`config.mk`:
```
export PLATFORM = sky130hd
export DESIGN_NAME = approx_add_arbiter
export DESIGN_NICKNAME = d
export VERILOG_FILES = /design/src/rtl/approx_add_arbiter.sv
export SDC_FILE = /design/constraint.sdc
export NUM_CORES = 1
export LEC_CHECK = 0
export ABC_AREA = 1
export CORE_MARGIN = 3
export CORE_UTILIZATION = 59
export DETAILED_ROUTE_END_ITERATION = 8
export PLACE_DENSITY = 0.9
export SLEW_MARGIN = 15
export SYNTH_ARGS = -nofsm -noshare
export SYNTH_HDL_FRONTEND = slang
export SYNTH_SLANG_ARGS = --single-unit
```
`constraint.sdc`:
```
create_clock -name clk -period 9.16 [get_ports clk]
set_clock_uncertainty 0.15 [all_clocks]
set_input_delay 2.29 -clock clk [delete_from_list [all_inputs] [get_ports clk]]
set_output_delay 2.29 -clock clk [all_outputs]
set_load 0.05 [all_outputs]
```
`src/rtl/approx_add_arbiter.sv`:
```
// approx_add_arbiter: two requesters share one approximate adder through a
// round-robin arbiter and a 2-stage pipeline (S1 operands, S2 result).
// Saturating counters track completed responses and accumulated error.
//
// Handshake rule used on every port: a transfer happens on a rising edge where
// valid and ready are both high. A producer keeps valid (and its data) steady
// until that transfer. req_ready may depend combinationally on req_valid and
// never depends on rsp_valid.
module approx_add_arbiter #(
  parameter int WIDTH = 8
) (
  input  logic             clk,
  input  logic             rst,
  input  logic [1:0]       req_valid,
  output logic [1:0]       req_ready,
  input  logic [WIDTH-1:0] req0_a,
  input  logic [WIDTH-1:0] req0_b,
  input  logic [WIDTH-1:0] req1_a,
  input  logic [WIDTH-1:0] req1_b,
  input  logic [1:0]       req_exact,
  output logic             rsp_valid,
  input  logic             rsp_ready,
  output logic             rsp_id,
  output logic [WIDTH:0]   rsp_sum,
  output logic [WIDTH:0]   rsp_err,
  input  logic             clr_stats,
  output logic [15:0]      op_count,
  output logic [15:0]      err_total
);

  // Arbitration state: ptr names the requester that wins a tie.
  logic             ptr;
  logic [1:0]       grant;

  // Stage 1: captured request.
  logic             s1_valid;
  logic             s1_id;
  logic             s1_exact;
  logic [WIDTH-1:0] s1_a;
  logic [WIDTH-1:0] s1_b;

  // Stage 2: result presented on the response port.
  logic             s2_valid;
  logic             s2_id;
  logic [WIDTH:0]   s2_sum;
  logic [WIDTH:0]   s2_err;

  logic             s1_move;
  logic             accept;
  logic             req_fire;
  logic             fire_id;
  logic             rsp_fire;

  // Datapath signals computed from stage-1 contents.
  logic             c2;
  logic [WIDTH-2:0] upper_sum;
  logic [WIDTH:0]   approx_sum;
  logic [WIDTH:0]   exact_sum;
  logic [WIDTH:0]   abs_diff;
  logic [WIDTH:0]   sel_sum;
  logic [WIDTH:0]   sel_err;

  logic [16:0]      err_acc;

  // Round-robin grant: a lone requester wins; on a tie ptr decides.
  always_comb begin
    grant = 2'b00;
    case (req_valid)
      2'b01:   grant = 2'b01;
      2'b10:   grant = 2'b10;
      2'b11:   grant = ptr ? 2'b10 : 2'b01;
      default: grant = 2'b00;
    endcase
  end

  // S1 empties when S2 can take its contents; S1 accepts when empty or emptying.
  assign s1_move   = s1_valid & (~s2_valid | rsp_ready);
  assign accept    = ~s1_valid | s1_move;
  assign req_ready = (accept & ~rst) ? grant : 2'b00;
  assign req_fire  = |(req_valid & req_ready);
  assign fire_id   = req_ready[1];
  assign rsp_fire  = s2_valid & rsp_ready;

  // Approximate and exact sums of the stage-1 operands, plus their distance.
  always_comb begin
    c2         = (s1_a[0] & s1_a[1]) | (s1_b[0] & s1_b[1]);
    upper_sum  = {1'b0, s1_a[WIDTH-1:2]} + {1'b0, s1_b[WIDTH-1:2]}
               + {{(WIDTH-2){1'b0}}, c2};
    approx_sum = {upper_sum, ~(s1_a[1] & s1_b[1]), ~(s1_a[0] & s1_b[0])};
    exact_sum  = {1'b0, s1_a} + {1'b0, s1_b};
    abs_diff   = (exact_sum >= approx_sum) ? (exact_sum - approx_sum)
                                           : (approx_sum - exact_sum);
    sel_sum    = s1_exact ? exact_sum : approx_sum;
    sel_err    = s1_exact ? '0 : abs_diff;
  end

  // Priority pointer flips away from whoever was just granted.
  always_ff @(posedge clk or posedge rst) begin
    if (rst) begin
      ptr <= 1'b0;
    end else if (req_fire) begin
      ptr <= ~fire_id;
    end
  end

  // Stage 1 register: load on a request transfer, empty when handed to S2.
  always_ff @(posedge clk or posedge rst) begin
    if (rst) begin
      s1_valid <= 1'b0;
      s1_id    <= 1'b0;
      s1_exact <= 1'b0;
      s1_a     <= '0;
      s1_b     <= '0;
    end else if (req_fire) begin
      s1_valid <= 1'b1;
      s1_id    <= fire_id;
      s1_exact <= req_exact[fire_id];
      s1_a     <= fire_id ? req1_a : req0_a;
      s1_b     <= fire_id ? req1_b : req0_b;
    end else if (s1_move) begin
      s1_valid <= 1'b0;
    end
  end

  // Stage 2 register: load from S1, hold under backpressure, empty on drain.
  always_ff @(posedge clk or posedge rst) begin
    if (rst) begin
      s2_valid <= 1'b0;
      s2_id    <= 1'b0;
      s2_sum   <= '0;
      s2_err   <= '0;
    end else if (s1_move) begin
      s2_valid <= 1'b1;
      s2_id    <= s1_id;
      s2_sum   <= sel_sum;
      s2_err   <= sel_err;
    end else if (rsp_fire) begin
      s2_valid <= 1'b0;
    end
  end

  assign rsp_valid = s2_valid;
  assign rsp_id    = s2_id;
  assign rsp_sum   = s2_sum;
  assign rsp_err   = s2_err;

  // One extra bit catches overflow of the error accumulator.
  assign err_acc = {1'b0, err_total} + 17'(s2_err);

  // Saturating statistics; clear wins over a same-cycle increment.
  always_ff @(posedge clk or posedge rst) begin
    if (rst) begin
      op_count  <= '0;
      err_total <= '0;
    end else if (clr_stats) begin
      op_count  <= '0;
      err_total <= '0;
    end else if (rsp_fire) begin
      if (op_count != 16'hFFFF) begin
        op_count <= op_count + 16'd1;
      end
      err_total <= err_acc[16] ? 16'hFFFF : err_acc[15:0];
    end
  end

endmodule

```
==> flow_summary.json, run 1 <==
{
  "min_to": "rsp_sum[6]",
  "postSynthAreaPerCell_um2": 6.89,
  "ant_nets": 0,
  "post_synth_xor_area_fraction": 0.0362,
  "clock_sinks": 72,
  "core-area_um2": 8930,
  "cts_hold_buffers": 0,
  "critical_path_arrival_ns": 4.96,
  "postSynthCellCount": 808,
  "fin_util": 0.758,
  "overflow": 0,
  "synth_mux_area_frac": 0,
  "grt.total_usage": 0.283,
  "critPathMaxFanout": 18,
  "power.density_nw_per_um2": 318,
  "grt_pass1_vias": 5348,
  "drt-total-wl_mm": 14.3,
  "cts_tree": "yes",
  "reg2reg_depth": 20,
  "tightest_slew_ns": 1.16,
  "post-place-cells": 995,
  "post-route-period-util": 0.808,
  "crit_required_ns": 6.72,
  "finalWeightedCongestion": 0.956,
  "antenna_cells": 0,
  "relSlewSlack": 0.227,
  "status": "complete, no violations",
  "nFillCells": 659,
  "layout_common_cells": "nand2_1 (314), inv_1 (113), clkdlybuf4s50_1 (93)",
  "hp-start": "rsp_sum[6]",
  "final_common_cell": "nand2_1",
  "min_period_ns": 7.40,
  "yosys.area.top_type": "dfrtp_1",
  "cpPeakStageDelay_ns": 0.83,
  "fin_cells": 1011,
  "area_delta_synth_final_pct": 21.6,
  "numCtsBuffers": 9,
  "synthSimpleGateAreaFrac": 0.362,
  "finalSetupViolations": 0,
  "min_path_cells": 2,
  "slowest_stage": "clkdlybuf4s50_1",
  "route.detailed.drc": 0,
  "maxCapViolCount": 0,
  "clkLatencyLatePin_ns": 0.36,
  "die_x_um": 103,
  "synth_nets": 889,
  "reg2reg_to": "rsp_err[8]",
  "criticalPathCategory": "input port to output pin",
  "rsz0062_at_grt": "no",
  "slew_viol_final": 0,
  "first_iter_violations": 348,
  "cts_root_buffer": "clkbuf_8",
  "die_area_um2": 10600,
  "antenna_found_initial": 0,
  "register_area_um2": 1800,
  "synth_adder_area_share": 0.100,
  "fin_setup_tns_ns": 0,
  "netlist_area_um2": 5570,
  "drive_gt1_frac": 0.0565,
  "fmaxAchievable_ghz": 0.135,
  "ff2ff_setup_slack_ns": 5.67,
  "via_count": 5533,
  "yosysWarnings": 0,
  "yosys-top-cells-area": "dfrtp_1 (32%), nand2_1 (21%), ha_1 (7.9%)",
  "numPortBuffers": 93,
  "nets": 979,
  "endpoint_kind": "output pin",
  "die_h_um": 103,
  "vias_per_cell": 5.47,
  "ys_ff_latch": 72,
  "synth_compound_gate_area_share": 0.0791,
  "r2r-start": "s1_a[0]",
  "start_kind": "input port",
  "firstDrtPassIters": 5,
  "ys_types": 42,
  "path_cells": "clkdlybuf4s50_1, inv_1, nand3_1, nand2_1, a21oi_1, nand2_1, clkinv_1, buf_4, clkdlybuf4s50_1",
  "final-hold-violation-count": 0,
  "clk_pin_slew_ns": 0.08,
  "multi_input_area_um2": 3210,
  "initial_utilization": 0.623,
  "rows": 34,
  "post-cts-setup-buffers": 0,
  "synth_top_family_by_area": "simple AND/OR/NAND/NOR gates",
  "critPathBufInv": 5,
  "vdd_ir_drop_max_mv": 0.168,
  "grt_pass1_wl_mm": 24.0,
  "synth_top_area_frac": 0.324,
  "hp-class": "flip-flop to flip-flop",
  "clk_path_buf_depth": 2,
  "path_delay_family": "buffers and inverters",
  "htreeDepth": 3,
  "leakagePower_nw": 3.57,
  "hpwlAfterDp_mm": 10.6,
  "yosysSeqAreaShare": 0.324,
  "cts_resized": 0,
  "wl_per_cell_um": 14.2,
  "grt_max_degree": 73,
  "ioPinCount": 94
}
-- cell families after synthesis --
logic type,after synthesis
and+or+nand+nor,468
xor gates and xnor gates,23
adders and majority gates,41
buffers and inverters,134
AOI/OAI and AO/OA,70
DFF,72
-- synthesized netlist by cell type --
library cell / instances
nand2_4: 2
o22ai_1: 3
nor2_4: 2
nor2_1: 36
o21ai_0: 13
buf_8: 1
o221ai_1: 3
nand4_1: 7
xnor2_1: 9
buf_1: 1
buf_4: 2
o21bai_1: 2
nand2_1: 314
o211ai_1: 8
clkinv_2: 1
a31o_2: 1
a21oi_4: 1
inv_1: 114
a21o_1: 2
a21oi_1: 21
o21ai_1: 7
a21boi_0: 2
nand3_1: 80
buf_2: 5
nor3_2: 2
nor4_4: 1
o21a_1: 1
ha_1: 35
inv_2: 1
xor2_1: 14
nor2_2: 4
clkbuf_1: 4
o21ai_2: 6
nand3_2: 5
nand2_2: 3
fa_1: 6
buf_6: 3
clkinv_1: 2
nor3_1: 4
dfrtp_1: 72
nand3b_1: 4
or2_2: 4
-- metal layers --
| layer | vias to the layer above | wire (um) | track usage |
|---|---|---|---|
| met3 | 25 | 832 | 0.0392 |
| met4 | 0 | 276 | 0.112 |
| met2 | 236 | 7060 | 0.473 |
| li1 | 2725 | - | - |
| met5 | - | 0 | 0 |
| met1 | 2547 | 6140 | 0.370 |
-- layout make-up --
cell class | count | area share
Clock buffer | 12 | 0.0229
Timing Repair Buffer | 95 | 0.140
Inverter | 118 | 0.0656
Sequential cell | 72 | 0.266
Multi-Input combinational cell | 602 | 0.475
Tap cell | 108 | 0.0200
Clock inverter | 4 | 0.0113
-- metrics by stage --
stage               total power, W  worst slack, ns  hold slack (ns)  cell area [um2]
global placement           0.00178             1.95            0.330             6540
CTS                        0.00214             1.79            0.355             6770
floorplan                  0.00151             1.75            0.319             5570
finish                     0.00215             1.76            0.350             6770
global route               0.00235             1.64            0.378             6770
detailed placement         0.00183             1.81            0.337             6540
-- how the worst max path moves through the flow --
stage,to,slack [ns],depth (start not counted),startpoint
after global routing,req_ready[0],1.64,9,rsp_ready
after CTS,req_ready[0],1.79,9,rsp_ready
after detailed placement,req_ready[0],1.81,9,rsp_ready
after floorplan,req_ready[1],1.75,4,rst
final,req_ready[0],1.76,9,rsp_ready
after global placement,req_ready[0],1.95,9,rsp_ready
-- where the power goes --
part	leakage [nW]	switching (W)	internal [W]
logic	2.53	0.000922	0.000494
registers	0.930	0.0000562	0.000381
clock network	0.113	0.000132	0.000169
-- registers in the layout, indices dropped and copies added (netlist names) --
| register | flops |
|---|---|
| rsp_err | 9 |
| s1_a | 8 |
| s1_b | 8 |
| rsp_sum | 9 |
| s1_exact | 1 |
| rsp_id | 1 |
| ptr | 1 |
| rsp_valid | 1 |
| op_count | 16 |
| err_total | 16 |
| s1_id | 1 |
| s1_valid | 1 |
-- worst min-delay path, delay by kind of cell, from the launching register on --
family	cells	cell delay (ns)
AND/OR/NAND/NOR	2	0.11
flip-flops	1	0.35
No activity file was read; power rests on OpenSTA's default activity.
==> run 2, diff against run 1 <==
--- a/config.mk
+++ b/config.mk
@@ -7,9 +7,9 @@
 export LEC_CHECK = 0
 export ABC_AREA = 1
 export CORE_MARGIN = 3
-export CORE_UTILIZATION = 59
+export CORE_UTILIZATION = 49
 export DETAILED_ROUTE_END_ITERATION = 8
-export PLACE_DENSITY = 0.9
+export PLACE_DENSITY = 0.81
 export SLEW_MARGIN = 15
 export SYNTH_ARGS = -nofsm -noshare
 export SYNTH_HDL_FRONTEND = slang
==> constraint.sdc (replaced) <==
create_clock -name clk -period 6.25 [get_ports clk]
set_clock_uncertainty 0.15 [all_clocks]
set_input_delay 1.5625 -clock clk [delete_from_list [all_inputs] [get_ports clk]]
set_output_delay 1.5625 -clock clk [all_outputs]
set_load 0.05 [all_outputs]
==> flow_summary.json, run 2 (synthesized netlist as in run 1, its figures left out) <==
{
  "vias_per_cell": 5.03,
  "fin_setup_tns_ns": 0,
  "cts_hold_buffers": 0,
  "critPathMaxFanout": 18,
  "ioPinCount": 94,
  "criticalPathCategory": "input port to output pin",
  "htreeDepth": 3,
  "post-cts-setup-buffers": 0,
  "grt.total_usage": 0.217,
  "core-area_um2": 11000,
  "grt_pass1_vias": 5084,
  "clk_pin_slew_ns": 0.06,
  "hpwlAfterDp_mm": 9.86,
  "ant_nets": 0,
  "vdd_ir_drop_max_mv": 0.251,
  "slew_viol_final": 0,
  "register_area_um2": 1800,
  "grt_max_degree": 73,
  "leakagePower_nw": 3.60,
  "nets": 981,
  "rows": 38,
  "wl_per_cell_um": 12.4,
  "critical_path_arrival_ns": 3.34,
  "multi_input_area_um2": 3210,
  "die_x_um": 113,
  "fmaxAchievable_ghz": 0.198,
  "start_kind": "input port",
  "finalSetupViolations": 0,
  "clkLatencyLatePin_ns": 0.34,
  "die_area_um2": 12700,
  "first_iter_violations": 379,
  "nFillCells": 965,
  "finalWeightedCongestion": 0.884,
  "clk_path_buf_depth": 2,
  "cpMostUsedCell": "nand2_1",
  "post-route-period-util": 0.808,
  "cpPeakStageDelay_ns": 0.45,
  "endpoint_kind": "output pin",
  "power.density_nw_per_um2": 460,
  "grt_pass1_wl_mm": 23.1,
  "firstDrtPassIters": 5,
  "layout_common_cells": "nand2_1 (314), inv_1 (113), clkdlybuf4s50_1 (92)",
  "final-hold-violation-count": 0,
  "min_period_ns": 5.05,
  "antenna_cells": 0,
  "hp-class": "flip-flop to flip-flop",
  "die_h_um": 113,
  "power.total_w": 0.00317,
  "rsz0062_at_grt": "no",
  "ff2ff_setup_slack_ns": 2.88,
  "tightest_slew_ns": 0.956,
  "clock_sinks": 72,
  "drive_gt1_frac": 0.0597,
  "slowest_stage": "clkdlybuf4s50_1",
  "via_count": 5254,
  "initial_utilization": 0.507,
  "cts_root_buffer": "clkbuf_16",
  "cts_resized": 0,
  "crit_required_ns": 4.54,
  "relSlewSlack": 0.361,
  "status": "complete, no violations",
  "cts_tree": "yes",
  "numPortBuffers": 93,
  "area_delta_synth_final_pct": 23.6,
  "path_cells": "clkdlybuf4s50_1, inv_1, nand3_1, nand2_1, a21oi_1, buf_4, nand2_1, clkinv_1, buf_12",
  "top_regs": "err_total x16, op_count x16",
  "maxCapViolCount": 0,
  "overflow": 0,
  "final_common_cell": "nand2_1",
  "route.detailed.drc": 0,
  "numCtsBuffers": 9,
  "antenna_found_initial": 0,
  "drt-total-wl_mm": 12.9
}
[run 2: changes by cell type in the layout (fill, tap and decap cells not counted), sizes merged]
cell	delta
clkbuf	-2
clkinv	+3
buf	+3
clkdlybuf4s50	-1
inv	+1
bufinv	-2
[run 2: final cells by class]
class	instances	area share
clock buffer	10	0.0333
clock inverter	6	0.00637
inverter	118	0.0646
multi-input combinational	602	0.467
sequential	72	0.262
tap	140	0.0255
timing repair buffer	97	0.141
[run 2: stage by stage]
stage	instance area, um2	hold WS, ns	util	instances	worst slack [ns]
floorplan	5570	0.319	-	808	0.299
global placement	6610	0.321	0.601	1029	1.21
detailed placement	6610	0.327	0.601	1029	1.19
CTS	6880	0.354	0.626	1045	1.18
global route	6880	0.373	0.626	1045	1.03
finish	6880	0.348	0.626	1045	1.20
[run 2: worst max-delay path: cells and delay by family]
kind                   cells  cell delay (ns)
AO/OA/AOI/OAI              1             0.04
AND/OR/NAND/NOR            3             0.30
buffers and inverters      5             1.42
[run 2: path summary, 6_finish.rpt]
path / start / endpoint / cells after the start
max: rsp_ready / req_ready[0] / 9
min: rsp_sum[5] / rsp_sum[5] / 2
max reg2reg: s1_a[1] / rsp_err[8] / 19
min reg2reg: rsp_sum[5] / rsp_sum[5] / 2
max in group asynchronous: rst / rsp_err[4] / 3
min in group asynchronous: rst / op_count[3] / 3
[run 2: routing by layer]
layer  routed length, um  vias up  GRT usage
met2                5930      120      0.351
met5                   0        -          0
met4                 250        0     0.0705
li1                    -     2738          -
met1                6150     2378      0.290
met3                 614       18     0.0464
[run 2: power by group]
group          leakage (nW)  internal [W]  switching, W
sequential            0.930      0.000560     0.0000747
combinational          2.54      0.000722       0.00133
clock                 0.133      0.000270      0.000207
==> run 3, diff against run 2 <==
==> constraint.sdc (replaced) <==
create_clock -name clk -period 4.6 [get_ports clk]
set_clock_uncertainty 0.15 [all_clocks]
set_input_delay 1.15 -clock clk [delete_from_list [all_inputs] [get_ports clk]]
set_output_delay 1.15 -clock clk [all_outputs]
set_load 0.05 [all_outputs]
==> flow_summary.json, run 3 (synthesized netlist as in run 1, its figures left out) <==
{
  "die_x_um": 113,
  "status": "complete, no violations",
  "reg2reg_depth": 19,
  "drive_gt1_frac": 0.0628,
  "cts_hold_buffers": 0,
  "path_cells": "clkdlybuf4s50_1, inv_1, nand3_1, nand2_1, a21oi_1, buf_4, nand2_1, clkinv_1, buf_4",
  "criticalPathCategory": "input port to output pin",
  "leakagePower_nw": 3.62,
  "rsz0062_at_grt": "no",
  "ff2ff_setup_slack_ns": 1.21,
  "finalWeightedCongestion": 0.918,
  "final-hold-violation-count": 0,
  "final_area_um2": 6910,
  "relSlewSlack": 0.397,
  "layout_common_cells": "nand2_1 (314), inv_1 (113), clkdlybuf4s50_1 (91)",
  "path_delay_family": "buffers and inverters",
  "top_regs": "err_total x16, op_count x16",
  "antenna_cells": 0,
  "vias_per_cell": 5.05,
  "rows": 38,
  "min_path_cells": 2,
  "antenna_found_initial": 0,
  "numPortBuffers": 93,
  "critical_path_arrival_ns": 2.58,
  "initial_utilization": 0.507,
  "ioPinCount": 94,
  "place_area_um2": 6610,
  "grt_busiest_layer": "met2",
  "finalSetupViolations": 0,
  "area_delta_synth_final_pct": 24.1,
  "fmaxAchievable_ghz": 0.258,
  "slowest_stage": "clkdlybuf4s50_1",
  "endpoint_kind": "output pin",
  "hpwlAfterDp_mm": 9.91,
  "wl_per_cell_um": 12.7,
  "core-area_um2": 11000,
  "clk_pin_slew_ns": 0.06,
  "die_area_um2": 12700,
  "first_iter_violations": 316,
  "crit_required_ns": 3.30,
  "cts_resized": 0,
  "cts_tree": "yes",
  "min_period_ns": 3.88,
  "grt_use_met1": 0.296,
  "grt_pass1_wl_mm": 22.9,
  "power.density_nw_per_um2": 635,
  "grt.total_usage": 0.216,
  "ant_nets": 0,
  "via_count": 5283,
  "critPathMaxFanout": 11,
  "overflow": 0,
  "clk_path_buf_depth": 2,
  "tightest_slew_ns": 0.904,
  "crit_cells": 9,
  "vdd_ir_drop_max_mv": 0.322,
  "grt_use_met2": 0.353,
  "final_common_cell": "nand2_1",
  "htreeDepth": 3,
  "cpPeakStageDelay_ns": 0.51,
  "critPathBufInv": 5,
  "grt_max_degree": 73,
  "slew_viol_final": 0,
  "nets": 983,
  "firstDrtPassIters": 5,
  "grt_pass1_vias": 4996,
  "fin_setup_tns_ns": 0,
  "post-cts-setup-buffers": 0,
  "power.total_w": 0.00438,
  "post-route-period-util": 0.844,
  "die_h_um": 113,
  "route.detailed.drc": 0,
  "met3_usage": 0.0372,
  "hp-class": "flip-flop to flip-flop",
  "start_kind": "input port",
  "drt-total-wl_mm": 13.3,
  "clock_sinks": 72,
  "numCtsBuffers": 9,
  "clkLatencyLatePin_ns": 0.33,
  "cts_root_buffer": "clkbuf_16",
  "maxCapViolCount": 0
}
==> run 3: cell count changes in the layout (fill, tap and decap cells not counted), sizes merged <==
cell / before / now
buf: 5 / 8
clkdlybuf4s50: 92 / 91
clkinv: 7 / 6
inv: 116 / 115
bufinv: 0 / 1
clkinvlp: 1 / 2
==> run 3: layer usage <==
metal | part of all wire | up-vias
met1 | 0.47 | 2391
met3 | 0.047 | 21
met4 | 0.017 | 0
li1 | - | 2739
met2 | 0.46 | 132
met5 | 0 | -
==> run 3: final timing paths <==
kind                                end       start
hold / removal               rsp_sum[7]  rsp_sum[7]
max in group asynchronous  err_total[5]         rst
setup reg to reg             rsp_err[8]     s1_a[1]
hold reg to reg              rsp_sum[7]  rsp_sum[7]
setup / recovery           req_ready[0]   rsp_ready
min in group asynchronous   op_count[0]         rst
==> run 3: stage by stage <==
| step | utilization | instances | worst slack (ns) | hold WS (ns) |
|---|---|---|---|---|
| floorplan | - | 808 | 0.0927 | 0.319 |
| global placement | 0.602 | 1031 | 0.733 | 0.320 |
| detailed placement | 0.602 | 1031 | 0.721 | 0.324 |
| CTS | 0.629 | 1047 | 0.686 | 0.353 |
| global route | 0.629 | 1047 | 0.611 | 0.381 |
| finish | 0.629 | 1047 | 0.720 | 0.351 |
==> run 3: area by class of cell <==
type                    instances  area, um2
clock buffers                  10        229
clock inverters                 6       68.8
fillers                       978       4080
inverters                     118        448
multi-input cells             602       3210
flip-flops and latches         72       1800
well taps                     140        175
repair buffers                 99        971
==> run 3: tightest hold or removal path, stage by stage (launching register included) <==
cell and delay, ns:
dfrtp_1 0.34, nand2_1 0.05, nand3_1 0.07
==> run 3: where the power goes <==
group,switching (W),internal [W]
clock,0.000290,0.000423
sequential,0.000101,0.000760
combinational,0.00183,0.000983
